==> config.mk <==
export PLATFORM = sky130hd
export DESIGN_NAME = interact_regs
export DESIGN_NICKNAME = d
export VERILOG_FILES = /design/src/rtl/interact_pkg.sv /design/src/rtl/interact_rst_timer.sv /design/src/rtl/interact_regs.sv
export SDC_FILE = /design/constraint.sdc
export NUM_CORES = 1
export LEC_CHECK = 0
export CORE_AREA = 2 2 181 183
export CTS_BUF_LIST = sky130_fd_sc_hd__clkbuf_16
export DETAILED_ROUTE_END_ITERATION = 7
export DIE_AREA = 0 0 183 185
export GPL_TIMING_DRIVEN = 0
export PLACE_DENSITY = 0.76
export SLEW_MARGIN = 10
export SYNTH_ARGS = -nofsm -noshare
export SYNTH_HDL_FRONTEND = slang
export SYNTH_HIERARCHICAL = 1
export SYNTH_SLANG_ARGS = --single-unit
==> constraint.sdc <==
create_clock -name clk_74a -period 8.9 [get_ports clk_74a]
set_input_delay 0.89 -clock clk_74a [delete_from_list [all_inputs] [get_ports clk_74a]]
set_output_delay 0.89 -clock clk_74a [all_outputs]
set_load 0.02 [all_outputs]
==> src/rtl/interact_pkg.sv <==
// Shared definitions for the interact register bank: address offsets,
// register index type and the address helper used by decode and by the bench.
package interact_pkg;

    localparam logic [31:0] CTRL_OFFSET   = 32'h0000_0000;
    localparam logic [31:0] COMMIT_OFFSET = 32'h0000_0004;

    typedef logic [3:0] reg_idx_t;

    // Register i lives one stride above the previous one, starting one stride above the base.
    function automatic logic [31:0] reg_addr(input logic [31:0] base,
                                             input logic [31:0] stride,
                                             input reg_idx_t    idx);
        return base + ({28'd0, idx} + 32'd1) * stride;
    endfunction

endpackage

==> src/rtl/interact_rst_timer.sv <==
// Reloadable core-reset down-counter: a trigger loads CYCLES, a retrigger
// extends the pulse, and busy stays high until the count reaches zero.
module interact_rst_timer #(
    parameter int CYCLES = 8000
) (
    input  logic clk_74a,
    input  logic reset,
    input  logic trigger,
    output logic busy
);

    localparam int CW = $clog2(CYCLES + 1);
    localparam logic [CW-1:0] LOAD = CW'(CYCLES);

    logic [CW-1:0] count;

    // Loading on reset keeps the core held for a full pulse after release.
    always_ff @(posedge clk_74a or posedge reset) begin
        if (reset) begin
            count <= LOAD;
        end else if (trigger) begin
            count <= LOAD;
        end else if (count != '0) begin
            count <= count - CW'(1);
        end
    end

    assign busy = (count != '0);

endmodule

==> src/rtl/interact_regs.sv <==
// APF bridge register bank with per-register reset triggers and write pulses.
// Build option INTERACT_SHADOW_EN: writes stage in shadow registers until a commit write.
module interact_regs
    import interact_pkg::*;
#(
    parameter int                     NUM_REGS    = 8,
    parameter logic [31:0]            ADDR_BASE   = 32'hF000_0000,
    parameter logic [31:0]            ADDR_STRIDE = 32'h0100_0000,
    parameter logic [NUM_REGS-1:0]    RST_MASK    = '0,
    parameter logic [NUM_REGS*32-1:0] RST_VALS    = '0,
    parameter int                     RST_CYCLES  = 8000
) (
    input  logic                     clk_74a,
    input  logic                     reset,
    input  logic [31:0]              bridge_addr,
    input  logic                     bridge_wr,
    input  logic [31:0]              bridge_wr_data,
    input  logic                     bridge_rd,
    output logic [31:0]              bridge_rd_data,
    output logic [NUM_REGS*32-1:0]   regs_o,
    output logic [NUM_REGS-1:0]      reg_wr_pulse,
    output logic                     reset_sw
);

    logic [NUM_REGS-1:0] hit;
    logic                ctrl_hit;
    logic                trigger;
    logic                busy;
    logic [31:0]         regs   [NUM_REGS];
    logic [31:0]         rd_src [NUM_REGS];
    logic [31:0]         rd_mux;

    assign ctrl_hit = (bridge_addr == ADDR_BASE + CTRL_OFFSET);

    always_comb begin
        for (int i = 0; i < NUM_REGS; i++) begin
            hit[i] = (bridge_addr == reg_addr(ADDR_BASE, ADDR_STRIDE, reg_idx_t'(i)));
        end
    end

`ifdef INTERACT_SHADOW_EN
    logic [31:0]         shadow [NUM_REGS];
    logic [NUM_REGS-1:0] dirty;
    logic                commit_hit;
    logic                commit;

    assign commit_hit = (bridge_addr == ADDR_BASE + COMMIT_OFFSET);
    assign commit     = bridge_wr && commit_hit;
    assign trigger    = bridge_wr && (ctrl_hit || (commit_hit && ((dirty & RST_MASK) != '0)));

    // Commit copies the pre-write shadow; a write landing alongside stays staged and dirty.
    always_ff @(posedge clk_74a or posedge reset) begin
        if (reset) begin
            for (int i = 0; i < NUM_REGS; i++) begin
                regs[i]   <= RST_VALS[32*i +: 32];
                shadow[i] <= RST_VALS[32*i +: 32];
            end
            dirty        <= '0;
            reg_wr_pulse <= '0;
        end else begin
            reg_wr_pulse <= commit ? dirty : '0;
            for (int i = 0; i < NUM_REGS; i++) begin
                if (commit && dirty[i]) begin
                    regs[i] <= shadow[i];
                end
                if (bridge_wr && hit[i]) begin
                    shadow[i] <= bridge_wr_data;
                end
            end
            dirty <= (commit ? '0 : dirty) | (bridge_wr ? hit : '0);
        end
    end

    always_comb begin
        for (int i = 0; i < NUM_REGS; i++) begin
            rd_src[i] = shadow[i];
        end
    end
`else
    assign trigger = bridge_wr && (ctrl_hit || ((hit & RST_MASK) != '0));

    always_ff @(posedge clk_74a or posedge reset) begin
        if (reset) begin
            for (int i = 0; i < NUM_REGS; i++) begin
                regs[i] <= RST_VALS[32*i +: 32];
            end
            reg_wr_pulse <= '0;
        end else begin
            reg_wr_pulse <= bridge_wr ? hit : '0;
            for (int i = 0; i < NUM_REGS; i++) begin
                if (bridge_wr && hit[i]) begin
                    regs[i] <= bridge_wr_data;
                end
            end
        end
    end

    always_comb begin
        for (int i = 0; i < NUM_REGS; i++) begin
            rd_src[i] = regs[i];
        end
    end
`endif

    always_comb begin
        rd_mux = '0;
        if (ctrl_hit) begin
            rd_mux = {31'b0, busy};
        end
        for (int i = 0; i < NUM_REGS; i++) begin
            if (hit[i]) begin
                rd_mux = rd_src[i];
            end
        end
    end

    // Read data is captured from pre-edge state, so a same-cycle write reads back the old value.
    always_ff @(posedge clk_74a or posedge reset) begin
        if (reset) begin
            bridge_rd_data <= '0;
        end else if (bridge_rd) begin
            bridge_rd_data <= rd_mux;
        end
    end

    for (genvar g = 0; g < NUM_REGS; g++) begin : g_flat
        assign regs_o[32*g +: 32] = regs[g];
    end

    interact_rst_timer #(
        .CYCLES (RST_CYCLES)
    ) u_rst_timer (
        .clk_74a (clk_74a),
        .reset   (reset),
        .trigger (trigger),
        .busy    (busy)
    );

    assign reset_sw = reset | busy;

endmodule
* Word-level counts from Yosys, hierarchy flattened *
Index checks and enable logic that the tools add are counted.

storage, ports and cells
  bits in registers = 309
  input bits = 68
  output and inout port bits = 297
  word-level logic and storage cells = 45

operators by class
  add/subtract/negate cells = 1
  equal/unequal tests = 9
  multiplexer cells = 12
  bitwise logic cells = 1
  reduce and logical (&&, ||, !) cells = 11

operator list
  kind                   number
  $eq 32x32->1 const B   9
  $mux 32                8
  $mux 13                2
  $reduce_bool 13->1     1
  $sub 13x1->13 const B  1
  $logic_and 1x1->1      9
  $mux 8                 1
  $reduce_bool 2->1      1
  $mux 1                 1
  $or 1x1->1             1

* Logic depth before layout (Yosys ltp) *
Gate-level depths: netlist (run 1).

  word-level depth = 10
  depth in mapped cells = 10
  depth with buffers taken out = 10

* Modules after synthesis *
Netlist (run 1), hierarchy kept.

by module, submodules not included
  module              instances  cells an instance  area an instance (um^2)  seq. area each (um^2)
  interact_regs       1          1068               13052.5                  7407.1
  interact_rst_timer  1          79                 782.0                    332.8

* Least setup slack after synthesis (run 1) *
OpenSTA, ideal clock, no wires.

  path type = input port to flip-flop
  start point = input port bridge_addr[16]
  end point = register u_rst_timer.count[6]
  library setup time = 75 ps
  arrival time = 2976 ps
  required time = 8825 ps
  slack = 5849 ps
  stages = 10
  buffers on the path = 4
  cell sequence = nor4b_2 -> nand4_1 -> or3_1 -> clkbuf_1 -> clkbuf_1 -> buf_1 -> nor2_1 -> clkbuf_1 -> nor2_1 -> mux2i_1

between the ends
  word-level cells in the longest chain between the ends = 3
  elaborated cells on any way between the ends = 4
  those cells by class = eq/ne: 1; mux: 1; reduce/logical: 2

ends and longest elaborated chain
  element                                       line                      RTL
  start: declaration                            interact_regs.sv:15       input logic [31:0] bridge_addr,
  $eq 32x32->1 (*)                              interact_regs.sv:33       assign ctrl_hit = (bridge_addr == ADDR_BASE + CTRL_OFFSET);
  $logic_and 1x1->1 (*)                         interact_regs.sv:80       assign trigger = bridge_wr && (ctrl_hit || ((hit & RST_MASK) != '0));
  via trigger                                   interact_regs.sv:27       logic trigger;
  $mux 13 or $reduce_bool 2->1 (tied branches)  -
  end signal: assignment                        interact_rst_timer.sv:24  count <= count - CW'(1);
  end: declaration                              interact_rst_timer.sv:15  logic [CW-1:0] count;

Mark *: on every way through the listed nets, which the timed path passes. The rest lies on a longest branch.
A chain may end at the register's enable or synchronous reset.

* Worst setup path in the final report (run 1) *
Same ends and word-level chain as after synthesis.

==> results of run 1 <==
[sequential cells by signal (all words and copies together), names as in the netlist]
register           flops
reg_wr_pulse           8
u_rst_timer/count     13
regs_o               256
bridge_rd_data        32
[power breakdown]
group / internal (uW) / total [uW] / switching, uW
sequential: 1410 / 1410 / 1.43
clock: 756 / 1340 / 582
combinational: 52.9 / 151 / 97.6
[final timing paths]
path                                                   from                                to  slack (ns)  cells after the start
setup / recovery                            bridge_addr[16]  u_rst_timer/count[6]$_DFFE_PP1P_        4.58                     11
hold / removal                bridge_rd_data[1]$_DFFE_PP0P_     bridge_rd_data[1]$_DFFE_PP0P_        0.49                      2
setup reg to reg           u_rst_timer/count[5]$_DFFE_PP0P_     bridge_rd_data[0]$_DFFE_PP0P_        6.86                      8
hold reg to reg               bridge_rd_data[1]$_DFFE_PP0P_     bridge_rd_data[1]$_DFFE_PP0P_        0.49                      2
max in group asynchronous                             reset           regs_o[168]$_DFFE_PP0P_        6.88                      5
min in group asynchronous                             reset  u_rst_timer/count[5]$_DFFE_PP0P_        0.85                      2
[per-stage QoR]
step	setup slack, ns	instances	hold slack, ns	total power, uW	util [%]
after floorplan	4.079	1147	0.5321	1492	-
after global placement	1.964	1918	0.4679	1573	56.12
after detailed placement	4.151	1927	0.4795	1584	56.73
after CTS	4.665	1987	0.4952	2903	59.96
after global routing	4.386	1987	0.5024	2981	59.96
final	4.578	1987	0.4897	2898	59.96
[tightest hold or removal path: stages, from the launching register on]
cell and delay (ns):
sky130_fd_sc_hd__dfrtp_1 0.34, sky130_fd_sc_hd__a21oi_1 0.07, sky130_fd_sc_hd__nand2_1 0.05
[Yosys cell counts (12+ instances only)]
master                     number
sky130_fd_sc_hd__nor2_1        54
sky130_fd_sc_hd__mux2_2       223
sky130_fd_sc_hd__o221ai_1      26
sky130_fd_sc_hd__o221a_2       13
sky130_fd_sc_hd__dfrtp_1      303
sky130_fd_sc_hd__and2_1        13
sky130_fd_sc_hd__o21ai_0       16
sky130_fd_sc_hd__a21oi_1       41
sky130_fd_sc_hd__a22oi_1       32
sky130_fd_sc_hd__nand2_1      130
sky130_fd_sc_hd__nor3_1        12
sky130_fd_sc_hd__and3_1        29
sky130_fd_sc_hd__o22ai_1       25
sky130_fd_sc_hd__inv_1         14
sky130_fd_sc_hd__clkbuf_1      49
[final cells by class]
type,instances,share of cell area (%)
sequential,309,40.29
multi-input combinational,743,29.54
timing repair buffer,372,19.89
clock buffer,34,4.429
tap,408,2.657
buffer,80,1.921
clock inverter,26,0.9639
inverter,15,0.3126
[kinds of logic after synthesis]
| kind of cell | share of synthesized area [%] |
|---|---|
| flip-flops | 55.95 |
| multiplexers | 19.44 |
| adder cells (fa/ha/maj) | 0.1809 |
| AO/OA/AOI/OAI | 10.32 |
| AND/OR/NAND/NOR | 10.92 |
| buffers and inverters | 3.075 |
| XOR/XNOR | 0.1266 |
[per-layer routing]
layer / GRT usage [%] / wire length (um) / share of wire, %
met4: 14.27 / 2373 / 4.4
met1: 39.84 / 21050 / 39
met2: 52.47 / 25840 / 48
met3: 8.494 / 5049 / 9.3
met5: 0 / 0 / 0
==> summary.txt, run 1 <==
Status
  • Result of the run: complete, no violations

Floorplanning
  • Effective utilization at floorplan: 43.18%
  • Die outline area: 33860 um2
  • FP Rows: 66
  • Width of the die: 183 um
  • Vertical die dimension: 185 um
  • Core region area: 32040 um2
  • IO Pins: 365

Layout
  • Seq. cell area: 7740 um2
  • Multi-input logic area: 5675 um2
  • Antenna diode count: 0
  • Net count, final: 1625
  • Most frequent standard cell in the layout excluding fill and tap cells: sky130_fd_sc_hd__clkdlybuf4s50_1
  • Filler Cell Count: 2654
  • Summed area of non-filler cells in the final layout: 19210 um2
  • Layout cell share with drive strength beyond 1: 21.22%
  • Leading cell types in the layout, fill and taps excluded: sky130_fd_sc_hd__clkdlybuf4s50_1 (363), sky130_fd_sc_hd__dfrtp_1 (303), sky130_fd_sc_hd__mux2_2 (223), sky130_fd_sc_hd__nand2_1 (130), sky130_fd_sc_hd__nor2_1 (54)
  • Signed area change from the synthesized netlist to the final layout: 38.87%

Drt
  • DR pass1 iterations: 5
  • Antenna Nets Post-Route: 0
  • Final wirelength: 54.32 mm
  • Post-DR wirelength/cell: 27.34 um
  • Count of unresolved DRC violations after routing: 0
  • Post-detailed-route via-to-cell ratio: 6.019
  • Total number of vias: 11960
  • Drt first-iter violations: 858

Clocking
  • Inserted Clock Buffers: 34
  • Number of buffers inserted by hold repair at cts: 0
  • Number of buffers inserted to repair setup after CTS: 0
  • Count of H-tree levels built during CTS: 2
  • Resized cells post-CTS: 0
  • Clock transition at the registers of the reported paths: 0.06 ns
  • Maximum buffer depth of the clock tree: 3
  • Latest clock arrival within the worst-skew pair: 0.52 ns
  • CTS tree: built
  • Total clock sinks: 309
  • Clk root buf: sky130_fd_sc_hd__clkbuf_16

Timing
  • Setup repair after global routing missed its margin: no
  • Setup-violating endpoint count in the final report: 0
  • Transition time of the tightest slew-check pin: 1.237 ns
  • Number of pins with negative max-slew slack in the final report: 0
  • Maximum clock rate: 231.4 MHz
  • Setup TNS: 0 ns
  • Hold violation total from the final report: 0
  • Slew HR: 16.76%
  • Worst clock skew on the final layout: 0.01510 ns
  • Clock period minus worst slack: 4.322 ns
  • Part of the cycle the worst path needs: 48.56%

Placement
  • Final estimated routing congestion in global placement: 0.8810
  • Post-detailed-placement half-perimeter wirelength: 38.63 mm
  • Number of buffer cells added on primary ports: 363
  • Cell area reported after detailed placement: 18180 um2

Setup path
  • Cell chain of the critical path: clkdlybuf4s50_1, nor4b_2, nand4_1, or3_1, clkbuf_1, clkbuf_1, buf_1, nor2_1, clkbuf_1, nor2_1, mux2i_1
  • Worst Path Max Fanout: 10
  • Endpoint class of the critical path: flip-flop
  • Top cell by count, worst path: sky130_fd_sc_hd__clkbuf_1
  • Worst EP required: 9.33 ns
  • Worst-path cell with the longest stage delay: sky130_fd_sc_hd__nor4b_2
  • Crit path launch type: input port
  • CP Buf/Inv Count: 5
  • Worst Path Class, Setup: input port to flip-flop
  • Cell family contributing the most delay on the critical path: simple AND/OR/NAND/NOR gates
  • Arrival @ worst endpoint: 4.75 ns
  • Slowest stage delay, CP: 0.68 ns

Yosys
  • Synth area leaders: sky130_fd_sc_hd__dfrtp_1 (55%), sky130_fd_sc_hd__mux2_2 (18%), sky130_fd_sc_hd__nand2_1 (3.5%)
  • Number of nets in the synthesized netlist: 1217
  • Most frequently used flop master after synthesis: sky130_fd_sc_hd__dfrtp_1
  • Async set-or-reset flop fraction in the synthesized netlist: 100.0%
  • Sequential fraction of the synthesis area: 55.95%
  • Register bit total from synthesis: 309
  • Number of different library cells in the post-synthesis netlist: 61
  • Synth area leader: sky130_fd_sc_hd__dfrtp_1
  • Yosys top cell area share: 54.81%
  • Count of flip-flops with a built-in enable after synthesis: 0
  • Avg Cell Area, Syn: 12.06 um2
  • Total number of yosys warnings: 6
  • Syn Std Cell Area: 13830 um2
  • Post-synthesis cell count: 1147

GRT
  • GR Overflow Total: 0
  • Total track usage: 31.97%
  • Global-route wire length before repair: 79.32 mm
  • Largest net degree at the start of global routing: 38
  • Number of antenna violations at the first check in global routing: 0
  • Via count of the first global-routing pass: 12300

Power and ir drop
  • Worst ir drop on vdd: 0.0001201 V
  • Total power density per cell area: 150.8 nW/um2
  • Leakage power total: 0.008877 uW

Min path
  • Path class of the lowest-slack min-delay path: flip-flop to flip-flop

Run
  • Max-cap viol count: 0
(Power assumes the default switching activity.)
==> run 2, diff against run 1 <==
CORE_AREA = 2 2 179 181   (was 2 2 181 183)
DIE_AREA = 0 0 181 183   (was 0 0 183 185)
PLACE_DENSITY = 0.74   (was 0.76)
clock period = 4.2 ns   (was 8.9 ns; I/O delays follow)
==> run 2 against run 1 <==
Core utilization increased by 1.5 points. Largest cell class unchanged. Largest power group unchanged. Final area about the same. Routed wire length decreased by 0.28%. Flip-flop and latch count unchanged. Critical endpoint unchanged.
==> summary.txt, run 2 (synthesis gave the netlist of run 1 again) <==
Floorplanning
  • FP Rows: 65 (was 66)
  • IO Pins: 365 (unchanged)
  • Width of the die: 181 um (was 183 um)
  • Vertical die dimension: 183 um (was 185 um)
  • Die outline area: 33120 um2 (was 33860 um2)
  • Effective utilization at floorplan: 44.30% (was 43.18%)
  • Core region area: 31230 um2 (was 32040 um2)

Clocking
  • Number of buffers inserted by hold repair at cts: 0 (unchanged)
  • Count of H-tree levels built during CTS: 2 (unchanged)
  • Latest clock arrival within the worst-skew pair: 0.52 ns (about the same)
  • Total clock sinks: 309 (unchanged)
  • Clock transition at the registers of the reported paths: 0.06 ns (about the same)
  • CTS tree: built (unchanged)
  • Maximum buffer depth of the clock tree: 3 (unchanged)
  • Clk root buf: sky130_fd_sc_hd__clkbuf_16 (unchanged)
  • Inserted Clock Buffers: 34 (unchanged)
  • Number of buffers inserted to repair setup after CTS: 0 (unchanged)
  • Resized cells post-CTS: 0 (unchanged)

Drt
  • Drt first-iter violations: 1233 (was 858)
  • Final wirelength: 54.17 mm (was 54.32 mm)
  • Post-detailed-route via-to-cell ratio: 6.010 (was 6.019)
  • DR pass1 iterations: 5 (unchanged)
  • Count of unresolved DRC violations after routing: 0 (unchanged)
  • Antenna Nets Post-Route: 0 (unchanged)
  • Total number of vias: 11890 (was 11960)
  • Post-DR wirelength/cell: 27.37 um (was 27.34 um)

Setup path
  • Arrival @ worst endpoint: 4.17 ns (was 4.75 ns)
  • Top cell by count, worst path: sky130_fd_sc_hd__clkbuf_1 (unchanged)
  • Slowest stage delay, CP: 0.50 ns (was 0.68 ns)
  • CP Buf/Inv Count: 5 (unchanged)
  • Worst Path Max Fanout: 10 (unchanged)
  • Worst-path cell with the longest stage delay: sky130_fd_sc_hd__nor4_2 (was sky130_fd_sc_hd__nor4b_2)
  • Cell chain of the critical path: clkdlybuf4s50_1, nor4_2, nand4_1, or3_1, clkbuf_1, clkbuf_1, buf_1, nor2_1, clkbuf_1, nor2_1, mux2i_1 (was clkdlybuf4s50_1, nor4b_2, nand4_1, or3_1, clkbuf_1, clkbuf_1, buf_1, nor2_1, clkbuf_1, nor2_1, mux2i_1)
  • Endpoint class of the critical path: flip-flop (unchanged)
  • Cell family contributing the most delay on the critical path: buffers and inverters (was simple AND/OR/NAND/NOR gates)
  • Minimum setup slack among reg-to-reg paths: 2.08 ns (was 6.86 ns)
  • Worst Path Class, Setup: input port to flip-flop (unchanged)
  • Crit path launch type: input port (unchanged)
  • Worst EP required: 4.65 ns (was 9.33 ns)

Power and ir drop
  • Leakage power total: 0.008886 uW (was 0.008877 uW)
  • Total power density per cell area: 320.0 nW/um2 (was 150.8 nW/um2)
  • Worst ir drop on vdd: 0.0002509 V (was 0.0001201 V)

Layout
  • Leading cell types in the layout, fill and taps excluded: sky130_fd_sc_hd__clkdlybuf4s50_1 (363), sky130_fd_sc_hd__dfrtp_1 (303), sky130_fd_sc_hd__mux2_2 (223), sky130_fd_sc_hd__nand2_1 (130), sky130_fd_sc_hd__nor2_1 (54) (unchanged)
  • Net count, final: 1626 (was 1625)
  • Signed area change from the synthesized netlist to the final layout: 38.83% (was 38.87%)
  • Most frequent standard cell in the layout excluding fill and tap cells: sky130_fd_sc_hd__clkdlybuf4s50_1 (unchanged)
  • Layout cell share with drive strength beyond 1: 21.31% (was 21.22%)
  • Antenna diode count: 0 (unchanged)
  • Max FFs per register: 256 (unchanged)
  • Summed area of non-filler cells in the final layout: 19210 um2 (about the same)

Status
  • Result of the run: complete, no violations (unchanged)

Placement
  • Number of buffer cells added on primary ports: 363 (unchanged)
  • Post-detailed-placement half-perimeter wirelength: 38.01 mm (was 38.63 mm)
  • Final estimated routing congestion in global placement: 0.9190 (was 0.8810)
  • Worst slack at placement: 0.04424 ns (was 4.151 ns)
  • Cell area reported after detailed placement: 18170 um2 (was 18180 um2)

GRT
  • Largest net degree at the start of global routing: 39 (was 38)
  • Number of antenna violations at the first check in global routing: 0 (unchanged)
  • Via count of the first global-routing pass: 12200 (was 12300)
  • Global-route wire length before repair: 79.38 mm (was 79.32 mm)
  • GR Overflow Total: 0 (unchanged)
  • Total track usage: 32.62% (was 31.97%)

Timing
  • Worst clock skew on the final layout: 0.01687 ns (was 0.01510 ns)
  • Part of the cycle the worst path needs: 88.52%
  • Transition time of the tightest slew-check pin: 1.061 ns (was 1.237 ns)
  • Clock period minus worst slack: 3.718 ns
  • Number of pins with negative max-slew slack in the final report: 0 (unchanged)
  • Setup repair after global routing missed its margin: no (unchanged)
  • Hold violation total from the final report: 0 (unchanged)
  • Worst path setup slack after routing: 0.4821 ns (was 4.578 ns)
  • Maximum clock rate: 269.0 MHz
  • Slew HR: 29.28% (was 16.76%)
  • Setup-violating endpoint count in the final report: 0 (unchanged)

Min path
  • Path class of the lowest-slack min-delay path: input port to asynchronous set/reset pin (was flip-flop to flip-flop)

Run
  • Max-cap viol count: 0 (unchanged)
## run 2: routing by layer
layer / part of all wire, % / vias up / global-route usage (%)
li1: - / 5025 / -
met2: 47 / 718 / 52.45
met3: 9.2 / 173 / 7.883
met4: 5.0 / 0 / 15.15
met5: 0 / - / 0
met1: 39 / 5977 / 42.01
## run 2: layout make-up
class	instances	area, um2
fill	2568	12020
sequential	309	7740
multi-input combinational	743	5682
timing repair buffer	373	3819
clock buffer	37	925.9
tap	402	503.0
buffer	80	369.1
clock inverter	20	107.6
inverter	15	60.06
## run 2: stage by stage
step | utilization [%] | std cells | TNS [ns] | total power [uW] | hold slack, ns
after floorplan | - | 1147 | -44.73 | 3161 | 0.2927
after global placement | 57.56 | 1912 | -688.32 | 3333 | 0.4682
after detailed placement | 58.17 | 1922 | 0 | 3356 | 0.4722
after CTS | 61.48 | 1979 | 0 | 6146 | 0.2732
after global routing | 61.50 | 1979 | 0 | 6299 | 0.3106
final | 61.50 | 1979 | 0 | 6145 | 0.2831
## run 2: power by group
part	internal, uW	switching (uW)	total, uW
Combinational	112	210	322
Sequential	2980	3.17	2990
Clock	1630	1200	2840
## run 2: path summary, 6_finish.rpt
path / from / endpoint / depth (start not counted)
worst max register to register: u_rst_timer/count[7]$_DFFE_PP0P_ / bridge_rd_data[0]$_DFFE_PP0P_ / 8
min in group clk_74a: bridge_rd_data[20]$_DFFE_PP0P_ / bridge_rd_data[20]$_DFFE_PP0P_ / 2
max in group asynchronous: reset / regs_o[135]$_DFFE_PP0P_ / 6
worst min register to register: bridge_rd_data[20]$_DFFE_PP0P_ / bridge_rd_data[20]$_DFFE_PP0P_ / 2
worst max-delay path: bridge_addr[15] / u_rst_timer/count[6]$_DFFE_PP1P_ / 11
worst min-delay path: reset / regs_o[215]$_DFFE_PP0P_ / 2
==> run 3, diff against run 2 <==
GPL_TIMING_DRIVEN = 1   (was 0)
==> run 3 against run 2 <==
First-iteration DRC count decreased by 15%. Worst hold slack better by 0.074 ns. Register-to-register slack better by 0.17 ns. Flip-flop and latch count did not move. Sequential power about the same. Routed wire length decreased by 11%. Critical path depth down 7. Critical path type is now flip-flop to output pin. Largest power group unchanged. Highest routed layer unchanged.
==> summary.txt, run 3 (synthesis gave the netlist of run 1 again) <==
Status
  • Result of the run: complete, no violations (unchanged)

Clocking
  • Clock transition at the registers of the reported paths: 0.06 ns (about the same)
  • Total clock sinks: 309 (unchanged)
  • Number of buffers inserted by hold repair at cts: 0 (unchanged)
  • CTS tree: built (unchanged)
  • Count of H-tree levels built during CTS: 2 (unchanged)
  • Clk root buf: sky130_fd_sc_hd__clkbuf_16 (unchanged)
  • Latest clock arrival within the worst-skew pair: 0.52 ns (about the same)
  • Inserted Clock Buffers: 34 (unchanged)
  • Resized cells post-CTS: 0 (unchanged)
  • Number of buffers inserted to repair setup after CTS: 0 (unchanged)
  • Maximum buffer depth of the clock tree: 3 (unchanged)

Drt
  • Sum of met3 wire segment lengths after detailed routing: 4.522 mm (was 4.993 mm)
  • Met1 layer wirelength in the final routing: 19.04 mm (was 21.16 mm)
  • Total number of vias: 11470 (was 11890)
  • Routed wire length on met2: 23.19 mm (was 25.28 mm)
  • Final wirelength: 48.30 mm (was 54.17 mm)
  • Antenna Nets Post-Route: 0 (unchanged)
  • Post-detailed-route via-to-cell ratio: 5.933 (was 6.010)
  • DR pass1 iterations: 8 (was 5)
  • Post-DR wirelength/cell: 24.99 um (was 27.37 um)
  • Count of unresolved DRC violations after routing: 0 (unchanged)
  • Drt first-iter violations: 1043 (was 1233)
  • Top sig layer: met4 (unchanged)

Layout
  • Most frequent standard cell in the layout excluding fill and tap cells: sky130_fd_sc_hd__clkdlybuf4s50_1 (unchanged)
  • Multi-input logic area: 5731 um2 (was 5682 um2)
  • Summed area of non-filler cells in the final layout: 19070 um2 (was 19210 um2)
  • Antenna diode count: 0 (unchanged)
  • Signed area change from the synthesized netlist to the final layout: 37.88% (was 38.83%)
  • Util after Layout: 61.08% (was 61.50%)
  • Leading cell types in the layout, fill and taps excluded: sky130_fd_sc_hd__clkdlybuf4s50_1 (362), sky130_fd_sc_hd__dfrtp_1 (303), sky130_fd_sc_hd__mux2_2 (223), sky130_fd_sc_hd__nand2_1 (127), sky130_fd_sc_hd__nor2_1 (54) (was sky130_fd_sc_hd__clkdlybuf4s50_1 (363), sky130_fd_sc_hd__dfrtp_1 (303), sky130_fd_sc_hd__mux2_2 (223), sky130_fd_sc_hd__nand2_1 (130), sky130_fd_sc_hd__nor2_1 (54))
  • Layout cell share with drive strength beyond 1: 23.38% (was 21.31%)
  • Net count, final: 1578 (was 1626)
  • Post-Layout Cell Count: 1933 (was 1979)
  • Seq. cell area: 7740 um2 (unchanged)
  • Max FFs per register: 256 (unchanged)
  • Filler Cell Count: 2490 (was 2568)

GRT
  • Via count of the first global-routing pass: 11690 (was 12200)
  • Global-route wire length before repair: 72.95 mm (was 79.38 mm)
  • Number of antenna violations at the first check in global routing: 0 (unchanged)
  • Total track usage: 28.95% (was 32.62%)
  • GR Overflow Total: 0 (unchanged)
  • Largest net degree at the start of global routing: 98 (was 39)

Placement
  • Number of buffer cells added on primary ports: 364 (was 363)
  • Final estimated routing congestion in global placement: 0.8307 (was 0.9190)
  • Post-detailed-placement half-perimeter wirelength: 31.70 mm (was 38.01 mm)
  • Placed cell count: 1874 (was 1922)
  • Cell area reported after detailed placement: 18020 um2 (was 18170 um2)

Setup path
  • Arrival @ worst endpoint: 2.56 ns (was 4.17 ns)
  • Cell chain of the critical path: nor4_4, nand4_1, or2_2, clkdlybuf4s50_1 (was clkdlybuf4s50_1, nor4_2, nand4_1, or3_1, clkbuf_1, clkbuf_1, buf_1, nor2_1, clkbuf_1, nor2_1, mux2i_1)
  • Crit path launch type: flip-flop (was input port)
  • Worst Path Class, Setup: flip-flop to output pin (was input port to flip-flop)
  • Slowest stage delay, CP: 0.54 ns (was 0.50 ns)
  • Worst-path cell with the longest stage delay: sky130_fd_sc_hd__clkdlybuf4s50_1 (was sky130_fd_sc_hd__nor4_2)
  • Worst EP required: 3.78 ns (was 4.65 ns)
  • Worst Path Max Fanout: 7 (was 10)
  • Endpoint class of the critical path: output pin (was flip-flop)

Floorplanning
  • Width of the die: 181 um (unchanged)
  • Vertical die dimension: 183 um (unchanged)
  • FP Rows: 65 (unchanged)
  • Effective utilization at floorplan: 44.30% (unchanged)
  • IO Pins: 365 (unchanged)
  • Die outline area: 33120 um2 (unchanged)
  • Core region area: 31230 um2 (unchanged)

Timing
  • Setup TNS: 0 ns (unchanged)
  • Number of pins with negative max-slew slack in the final report: 0 (unchanged)
  • Worst clock skew on the final layout: 0.01725 ns (was 0.01687 ns)
  • Worst hold slack across all endpoints: 0.3572 ns (was 0.2831 ns)
  • Maximum clock rate: 335.3 MHz (was 269.0 MHz)
  • Clock period minus worst slack: 2.982 ns (was 3.718 ns)
  • Slew HR: 36.34% (was 29.28%)
  • Setup-violating endpoint count in the final report: 0 (unchanged)
  • Transition time of the tightest slew-check pin: 0.9529 ns (was 1.061 ns)
  • Hold violation total from the final report: 0 (unchanged)
  • Setup repair after global routing missed its margin: no (unchanged)
  • Part of the cycle the worst path needs: 71.00% (was 88.52%)

Power and ir drop
  • Leakage power total: 0.008861 uW (was 0.008886 uW)
  • Total power density per cell area: 322.4 nW/um2 (was 320.0 nW/um2)
  • Worst ir drop on vdd: 0.0002611 V (was 0.0002509 V)

Run
  • Max-cap viol count: 0 (unchanged)

Min path
  • Path class of the lowest-slack min-delay path: input port to flip-flop (was input port to asynchronous set/reset pin)
-- run 3: cell count changes in the layout (fill, tap and decap cells not counted), sizes merged --
cell | before | now
clkdlybuf4s50 | 363 | 362
bufinv | 1 | 3
buf | 41 | 43
inv | 20 | 22
clkbuf | 86 | 34
clkinv | 13 | 14
-- run 3: final cells by class --
class	count	share of cell area, %
timing repair buffer	405	20.92
tap	402	2.637
clock buffer	34	4.460
clock inverter	25	1.043
sequential	309	40.58
inverter	15	0.3149
multi-input combinational	743	30.04
-- run 3: final timing paths --
kind,from,endpoint,slack (ns),cells past startpoint
max in group asynchronous,reset,regs_o[107]$_DFFE_PP0P_,2.65,3
max reg2reg,u_rst_timer/count[5]$_DFFE_PP0P_,bridge_rd_data[0]$_DFFE_PP0P_,2.25,8
max,u_rst_timer/count[5]$_DFFE_PP0P_,reset_sw,1.22,4
min in group asynchronous,reset,u_rst_timer/count[0]$_DFFE_PP0P_,0.39,2
min,bridge_rd,bridge_rd_data[23]$_DFFE_PP0P_,0.36,3
min reg2reg,bridge_rd_data[6]$_DFFE_PP0P_,bridge_rd_data[6]$_DFFE_PP0P_,0.48,2
-- run 3: stage by stage --
stage | setup WS, ns | power (uW)
6_report | 1.218 | 6150
5_1_grt | 1.093 | 6340
4_1_cts | 1.193 | 6184
3_5_place_dp | 0.7416 | 3337
3_3_place_gp | 0.8261 | 3334
2_1_floorplan | -0.1511 | 3161
-- run 3: power breakdown --
| part | internal [uW] | total, uW | leakage [uW] | switching [uW] |
|---|---|---|---|---|
| combinational | 102 | 297 | 0.00407 | 195 |
| sequential | 2980 | 2990 | 0.00425 | 3.40 |
| clock | 1660 | 2870 | 0.000540 | 1210 |
-- run 3: metal layers --
| layer | track usage (%) | vias up |
|---|---|---|
| li1 | - | 4918 |
| met1 | 36.93 | 5852 |
| met2 | 47.85 | 595 |
| met3 | 7.923 | 103 |
| met4 | 10.05 | 0 |
| met5 | 0 | - |
-- run 3: worst max-delay path, delay by kind of cell, from the launching register on --
family	cells	cell delay, ns
and+or+nand+nor	3	1.07
buffers and inverters	1	0.54
DFF	1	0.44
